**src/rtl/bus_access_pkg.sv**
```systemverilog
// Shared types for the backend bus access controller: FSM states, bus targets
// and the per-channel target/direction lookup.
package bus_access_pkg;

    localparam int NUM_CH = 5;

    typedef enum logic [2:0] {
        IDLE  = 3'd0,
        ISSUE = 3'd1,
        WAIT  = 3'd2,
        DONE  = 3'd3,
        HOLD  = 3'd4
    } bus_state_t;

    typedef enum logic [1:0] {
        TGT_ROM = 2'd0,
        TGT_RAM = 2'd1,
        TGT_ALU = 2'd2
    } target_t;

    typedef struct packed {
        target_t tgt;
        logic    is_wr;
    } ch_info_t;

    // ch0 ROM wr, ch1 ROM rd, ch2 RAM wr, ch3 RAM rd, ch4 ALU
    function automatic ch_info_t ch_info(input logic [2:0] ch);
        ch_info_t r;
        r.tgt   = TGT_ROM;
        r.is_wr = 1'b0;
        case (ch)
            3'd0: begin r.tgt = TGT_ROM; r.is_wr = 1'b1; end
            3'd1: begin r.tgt = TGT_ROM; r.is_wr = 1'b0; end
            3'd2: begin r.tgt = TGT_RAM; r.is_wr = 1'b1; end
            3'd3: begin r.tgt = TGT_RAM; r.is_wr = 1'b0; end
            3'd4: begin r.tgt = TGT_ALU; r.is_wr = 1'b0; end
            default: ;
        endcase
        return r;
    endfunction

endpackage

```
**src/rtl/bus_access_ctrl_onehot_decode.sv**
```systemverilog
// Grant vector decoder: index of the set bit plus an exactly-one-bit-set flag.
module onehot_decode (
    input  logic [4:0] g,
    output logic [2:0] idx,
    output logic       valid
);

    logic [2:0] ones;

    always_comb begin
        ones = '0;
        idx  = '0;
        for (int i = 0; i < 5; i++) begin
            if (g[i]) begin
                ones = ones + 3'd1;
                idx  = 3'(i);
            end
        end
        valid = (ones == 3'd1);
    end

endmodule

```
**src/rtl/bus_access_ctrl.sv**
```systemverilog
// Serves one backend bus transaction per arbiter grant period.
// Optional GRANT_CHECK_EN adds a sticky grant_err output for grant protocol violations.
//
// state | meaning
// IDLE  | waiting for a one-hot grant; latches channel, address, data, target
// ISSUE | one-cycle bus_en strobe, counter loaded with target latency - 1
// WAIT  | counting down; captures bus_rdata for reads at zero
// DONE  | one-cycle done pulse to the served channel
// HOLD  | waits for the served grant to drop
module bus_access_ctrl
    import bus_access_pkg::*;
#(
    parameter int ADDR_W  = 8,
    parameter int DATA_W  = 8,
    parameter int ROM_LAT = 2,
    parameter int RAM_LAT = 1,
    parameter int ALU_LAT = 3
) (
    input  logic                       clk,
    input  logic                       reset,
    input  logic [4:0]                 g,
    input  logic [NUM_CH*ADDR_W-1:0]   ch_addr,
    input  logic [NUM_CH*DATA_W-1:0]   ch_wdata,
    output logic                       bus_en,
    output logic                       bus_we,
    output logic [1:0]                 bus_sel,
    output logic [ADDR_W-1:0]          bus_addr,
    output logic [DATA_W-1:0]          bus_wdata,
    input  logic [DATA_W-1:0]          bus_rdata,
    output logic [4:0]                 done,
    output logic [DATA_W-1:0]          rdata,
    output logic                       busy
`ifdef GRANT_CHECK_EN
    ,
    output logic                       grant_err
`endif
);

    localparam int MAX_LAT = (ROM_LAT > RAM_LAT)
                           ? ((ROM_LAT > ALU_LAT) ? ROM_LAT : ALU_LAT)
                           : ((RAM_LAT > ALU_LAT) ? RAM_LAT : ALU_LAT);
    localparam int CNT_W = $clog2(MAX_LAT + 1);

    localparam logic [CNT_W-1:0] ROM_LM1 = CNT_W'(ROM_LAT - 1);
    localparam logic [CNT_W-1:0] RAM_LM1 = CNT_W'(RAM_LAT - 1);
    localparam logic [CNT_W-1:0] ALU_LM1 = CNT_W'(ALU_LAT - 1);

    bus_state_t          state_q, state_d;
    logic [2:0]          ch_q, ch_d;
    target_t             tgt_q, tgt_d;
    logic                wr_q, wr_d;
    logic [ADDR_W-1:0]   addr_q, addr_d;
    logic [DATA_W-1:0]   wdata_q, wdata_d;
    logic [DATA_W-1:0]   rdata_q, rdata_d;
    logic [CNT_W-1:0]    cnt_q, cnt_d;

    logic [2:0]          gnt_idx;
    logic                gnt_valid;
    logic [ADDR_W-1:0]   addr_sel;
    logic [DATA_W-1:0]   wdata_sel;
    ch_info_t            gnt_info;

    onehot_decode u_dec (
        .g     (g),
        .idx   (gnt_idx),
        .valid (gnt_valid)
    );

    always_comb begin
        addr_sel  = '0;
        wdata_sel = '0;
        for (int i = 0; i < NUM_CH; i++) begin
            if (gnt_idx == 3'(i)) begin
                addr_sel  = ch_addr[i*ADDR_W +: ADDR_W];
                wdata_sel = ch_wdata[i*DATA_W +: DATA_W];
            end
        end
        gnt_info = ch_info(gnt_idx);
    end

    always_comb begin
        state_d = state_q;
        ch_d    = ch_q;
        tgt_d   = tgt_q;
        wr_d    = wr_q;
        addr_d  = addr_q;
        wdata_d = wdata_q;
        rdata_d = rdata_q;
        cnt_d   = cnt_q;
        case (state_q)
            IDLE: begin
                if (gnt_valid) begin
                    ch_d    = gnt_idx;
                    tgt_d   = gnt_info.tgt;
                    wr_d    = gnt_info.is_wr;
                    addr_d  = addr_sel;
                    wdata_d = wdata_sel;
                    state_d = ISSUE;
                end
            end
            ISSUE: begin
                case (tgt_q)
                    TGT_RAM: cnt_d = RAM_LM1;
                    TGT_ALU: cnt_d = ALU_LM1;
                    default: cnt_d = ROM_LM1;
                endcase
                state_d = WAIT;
            end
            WAIT: begin
                if (cnt_q == '0) begin
                    if (!wr_q) rdata_d = bus_rdata;
                    state_d = DONE;
                end else begin
                    cnt_d = cnt_q - 1'b1;
                end
            end
            DONE: state_d = HOLD;
            HOLD: if (!g[ch_q]) state_d = IDLE;
            default: state_d = IDLE;
        endcase
    end

    always_ff @(posedge clk) begin
        if (reset) begin
            state_q <= IDLE;
            ch_q    <= '0;
            tgt_q   <= TGT_ROM;
            wr_q    <= 1'b0;
            addr_q  <= '0;
            wdata_q <= '0;
            rdata_q <= '0;
            cnt_q   <= '0;
        end else begin
            state_q <= state_d;
            ch_q    <= ch_d;
            tgt_q   <= tgt_d;
            wr_q    <= wr_d;
            addr_q  <= addr_d;
            wdata_q <= wdata_d;
            rdata_q <= rdata_d;
            cnt_q   <= cnt_d;
        end
    end

    assign bus_en    = (state_q == ISSUE);
    assign bus_we    = (state_q == ISSUE) && wr_q;
    assign bus_sel   = tgt_q;
    assign bus_addr  = addr_q;
    assign bus_wdata = wdata_q;
    assign rdata     = rdata_q;
    assign busy      = (state_q != IDLE);

    always_comb begin
        done = '0;
        if (state_q == DONE) done[ch_q] = 1'b1;
    end

`ifdef GRANT_CHECK_EN
    logic err_q, err_d;

    always_comb begin
        err_d = err_q;
        if ((g != 5'd0) && !gnt_valid) err_d = 1'b1;
        if (((state_q == ISSUE) || (state_q == WAIT)) && !g[ch_q]) err_d = 1'b1;
    end

    always_ff @(posedge clk) begin
        if (reset) err_q <= 1'b0;
        else       err_q <= err_d;
    end

    assign grant_err = err_q;
`endif

endmodule

```
**config.mk**
```make
export PLATFORM = sky130hd
export DESIGN_NAME = bus_access_ctrl
export DESIGN_NICKNAME = d
export VERILOG_FILES = /design/src/rtl/bus_access_pkg.sv /design/src/rtl/bus_access_ctrl_onehot_decode.sv /design/src/rtl/bus_access_ctrl.sv
export SDC_FILE = /design/constraint.sdc
export NUM_CORES = 1
export LEC_CHECK = 0
export ABC_AREA = 1
export CAP_MARGIN = 40
export CORE_AREA = 2 2 83 85
export CTS_CLUSTER_DIAMETER = 50
export DETAILED_ROUTE_END_ITERATION = 8
export DIE_AREA = 0 0 85 87
export PLACE_DENSITY = 0.88
export SYNTH_ARGS = -nofsm -noshare
export SYNTH_HDL_FRONTEND = slang
export SYNTH_HIERARCHICAL = 1
export SYNTH_SLANG_ARGS = --single-unit
```
**constraint.sdc**
```tcl
create_clock -name clk -period 4.05 [get_ports clk]
set_clock_uncertainty 0.15 [all_clocks]
set_input_delay 0.81 -clock clk [delete_from_list [all_inputs] [get_ports clk]]
set_output_delay 0.81 -clock clk [all_outputs]
set_load 0.02 [all_outputs]
```
==> results of run 1 <==
[cells by family (layout without fill, tap and decap cells)]
family / count (synthesis) / in the layout / synth area share [%]
and+or+nand+nor: 232 / 232 / 38.8
AOI/OAI and AO/OA: 74 / 74 / 16.2
adders and majority gates: 6 / 6 / 2.89
DFF: 35 / 35 / 27.0
buffers and inverters: 96 / 219 / 15.2
[power by group]
group / switching (mW) / internal [mW]
registers: 0.0407 / 0.396
logic: 0.321 / 0.275
clock network: 0.126 / 0.118
total: 0.489 / 0.788
[area by class of cell]
class / instances / area share (%)
Multi-Input combinational cell: 312 / 37.7
Timing Repair Buffer: 137 / 33.7
Sequential cell: 35 / 17.3
Inverter: 74 / 6.84
Tap cell: 80 / 2.46
Clock buffer: 5 / 1.69
Clock inverter: 3 / 0.370
[per-layer routing]
layer | share of wire [%] | wire [um] | GRT usage [%]
met1 | 38 | 3070 | 23.5
met3 | 9.3 | 765 | 7.30
met4 | 2.3 | 190 | 5.77
met2 | 51 | 4150 | 40.4
met5 | 0 | 0 | 0
[final timing paths]
| check | start | endpoint | cells past startpoint |
|---|---|---|---|
| max | g[1] | bus_wdata[7]$_SDFFE_PP0P_ | 23 |
| max reg2reg | state_q[0]$_SDFFE_PP0P_ | rdata[7]$_SDFFE_PP0P_ | 6 |
| min | rdata[1]$_SDFFE_PP0P_ | rdata[1]$_SDFFE_PP0P_ | 2 |
| min reg2reg | rdata[1]$_SDFFE_PP0P_ | rdata[1]$_SDFFE_PP0P_ | 2 |
[sequential cells by signal (all words and copies together), names as in the netlist]
signal	count
bus_addr	8
bus_sel	2
bus_wdata	8
ch_q	3
cnt_q	2
rdata	8
state_q	3
wr_q	1
[worst max-delay path: stages]
cell,delay [ns]
clkdlybuf4s50_1,0.43
buf_4,0.15
ha_1,0.20
o21ai_2,0.15
inv_1,0.08
ha_1,0.29
or2_0,0.23
nand2_2,0.09
inv_1,0.04
ha_1,0.18
nand2_1,0.06
nand3_1,0.09
nand2_1,0.08
nand2_1,0.05
nand2_1,0.07
clkinv_1,0.06
a21oi_2,0.12
nand3_2,0.13
inv_2,0.12
nand2_1,0.09
nor2_1,0.12
nand2_1,0.06
a21oi_1,0.11
[what timing repair did]
action                     CTS  global route
hold endpoints to repair     0             0
gates resized for setup      0             7
setup endpoints to repair    0            15
hold buffers                 0             0
setup buffers                0             0
[placed cells by master, fill, tap and decap left out, types with 3 or more instances in the layout]
cell,synthesis,routed
clkinv_2,0,3
o21ai_1,4,3
nor2_1,44,44
nand2_2,3,3
nor3_1,7,7
inv_2,5,6
dfxtp_1,35,35
a211oi_1,3,3
nand4_1,16,16
buf_4,3,6
nand3_2,4,5
nand2_1,138,138
inv_1,68,67
a21oi_1,24,22
clkdlybuf4s50_1,0,128
clkbuf_8,0,5
nand3_1,13,12
o21ai_0,31,31
ha_1,6,5
a21oi_2,10,12
==> key figures, run 1 <==
Outcome
  • Status: completed

CTS
  • CTS Buffer Depth: 2
  • CTS buffer count: 5
  • CTS tree: done
  • Worst-skew pair later-pin latency: 0.29 ns
  • Clock sink count: 35
  • CTS clk-pin slew, worst paths: 0.07 ns
  • Number of H-tree levels: 2
  • Clock root cell: clkbuf_8

Timing
  • Max-slew headroom: 38.1%
  • Clock period minus worst slack: 3.76 ns
  • Fin. Hold Viols: 0
  • Final Max Tran Viols: 0
  • Period Utilization, post-route: 92.8%
  • Worst-margin pin slew: 0.925 ns
  • WHS: 0.311 ns
  • TNS Setup: 0 ns
  • Max Clock Freq: 266 MHz
  • Setup ws final: 0.293 ns
  • Final setup fails: 0

Routing
  • Drt first pass iters: 4
  • Remaining DRCs: 0
  • Drt wl/cell: 12.7 um
  • 1st-iter DRT viols: 163
  • Post-route ant nets: 0
  • Via Count: 3163
  • Vias/cell: 4.90
  • Routed Wire Length: 8180 um

Finish
  • Post-route cell area: 4060 um2
  • Fraction of layout cells with a size suffix above 1: 8.48%
  • Layout Nets: 666
  • Antenna diode count: 0
  • Footprint of the multi-input gates: 1530 um2
  • Post-Layout Cell Count: 646
  • Final core occ: 61.8%
  • FF/Latch Area: 701 um2
  • Synthesis-to-layout area growth: 56.3%
  • Final-layout fill cell count: 587

Floorplanning
  • Initial Utilization: 39.6%
  • DIE HEIGHT: 87 um
  • IO Pins: 129
  • CORE AREA: 6570 um2
  • Total die area: 7400 um2
  • Die W: 85 um
  • Num rows: 30

Placement
  • Placer congestion estimate: 0.828
  • Area after DPL: 3950 um2
  • Setup WS pre-CTS: -0.0594 ns
  • Placed wire-length estimate: 6440 um
  • Inst Count DP: 638
  • Port Buf Inserts: 128

Job
  • Max-cap violations: 0

Critical path
  • Worst EP required: 4.12 ns
  • Startpoint Class: input pin
  • Critical Path AT: 3.83 ns
  • CP Capture Type: flip-flop
  • Max FO, Critical Path: 6
  • CP Class: in2reg
  • Reg2reg setup slack: 2.39 ns

Logic synthesis
  • Top post-synthesis cells by count: nand2_1 (138), inv_1 (68), nor2_1 (44)
  • Netlist cell types: 29
  • Yosys top cell area share: 27.0%
  • Post-Synthesis Cell Area: 2600 um2
  • Seq/Total Area, Yosys: 27.0%
  • Top-count cell post-synth: nand2_1
  • Cell taking the most area after synthesis: dfxtp_1
  • Syn_area_per_cell: 5.87 um2
  • Synth area leaders: dfxtp_1 (27%), nand2_1 (20%), inv_1 (9.8%)
  • Synthesized flop and latch total: 35
  • Gate Count Post-Synth: 443
  • Most used DFF post-synth: dfxtp_1
  • Yosys Warn Count: 6
  • Post-synth net total: 544
  • Number of synthesized flops with an enable pin: 0
  • Post-synth ARST share: 0%

Power
  • Pwr Total: 1.28 mW
  • P_leak: 1.77 nW
  • Power Dens Cells: 314 nW/um2
  • Max IR drop VDD: 0.223 mV

Hold path
  • Min-Delay Path Class: reg2reg

Global route
  • Vias in the first global route: 3011
  • First-pass GRT wire length: 13100 um
  • Grt ovf: 0
  • Largest net degree at the start of global routing: 31
  • Initial antenna violation count: 0
  • Total track usage: 21.7%
Power figures use the tool's default switching activity.
==> run 2, diff against run 1 <==
--- a/config.mk
+++ b/config.mk
@@ -11,6 +11,7 @@
 export CTS_CLUSTER_DIAMETER = 50
 export DETAILED_ROUTE_END_ITERATION = 8
 export DIE_AREA = 0 0 85 87
+export GPL_ROUTABILITY_DRIVEN = 0
 export PLACE_DENSITY = 0.88
 export SYNTH_ARGS = -nofsm -noshare
 export SYNTH_HDL_FRONTEND = slang
==> results of run 2 <==
No change in the layout: final DEF, timing and power equal those of run 1.
==> run 3, diff against run 2 <==
--- a/config.mk
+++ b/config.mk
@@ -11,7 +11,6 @@
 export CTS_CLUSTER_DIAMETER = 50
 export DETAILED_ROUTE_END_ITERATION = 8
 export DIE_AREA = 0 0 85 87
-export GPL_ROUTABILITY_DRIVEN = 0
 export PLACE_DENSITY = 0.88
 export SYNTH_ARGS = -nofsm -noshare
 export SYNTH_HDL_FRONTEND = slang
==> results of run 3 <==
No change in the layout: final DEF, timing and power equal those of run 1.
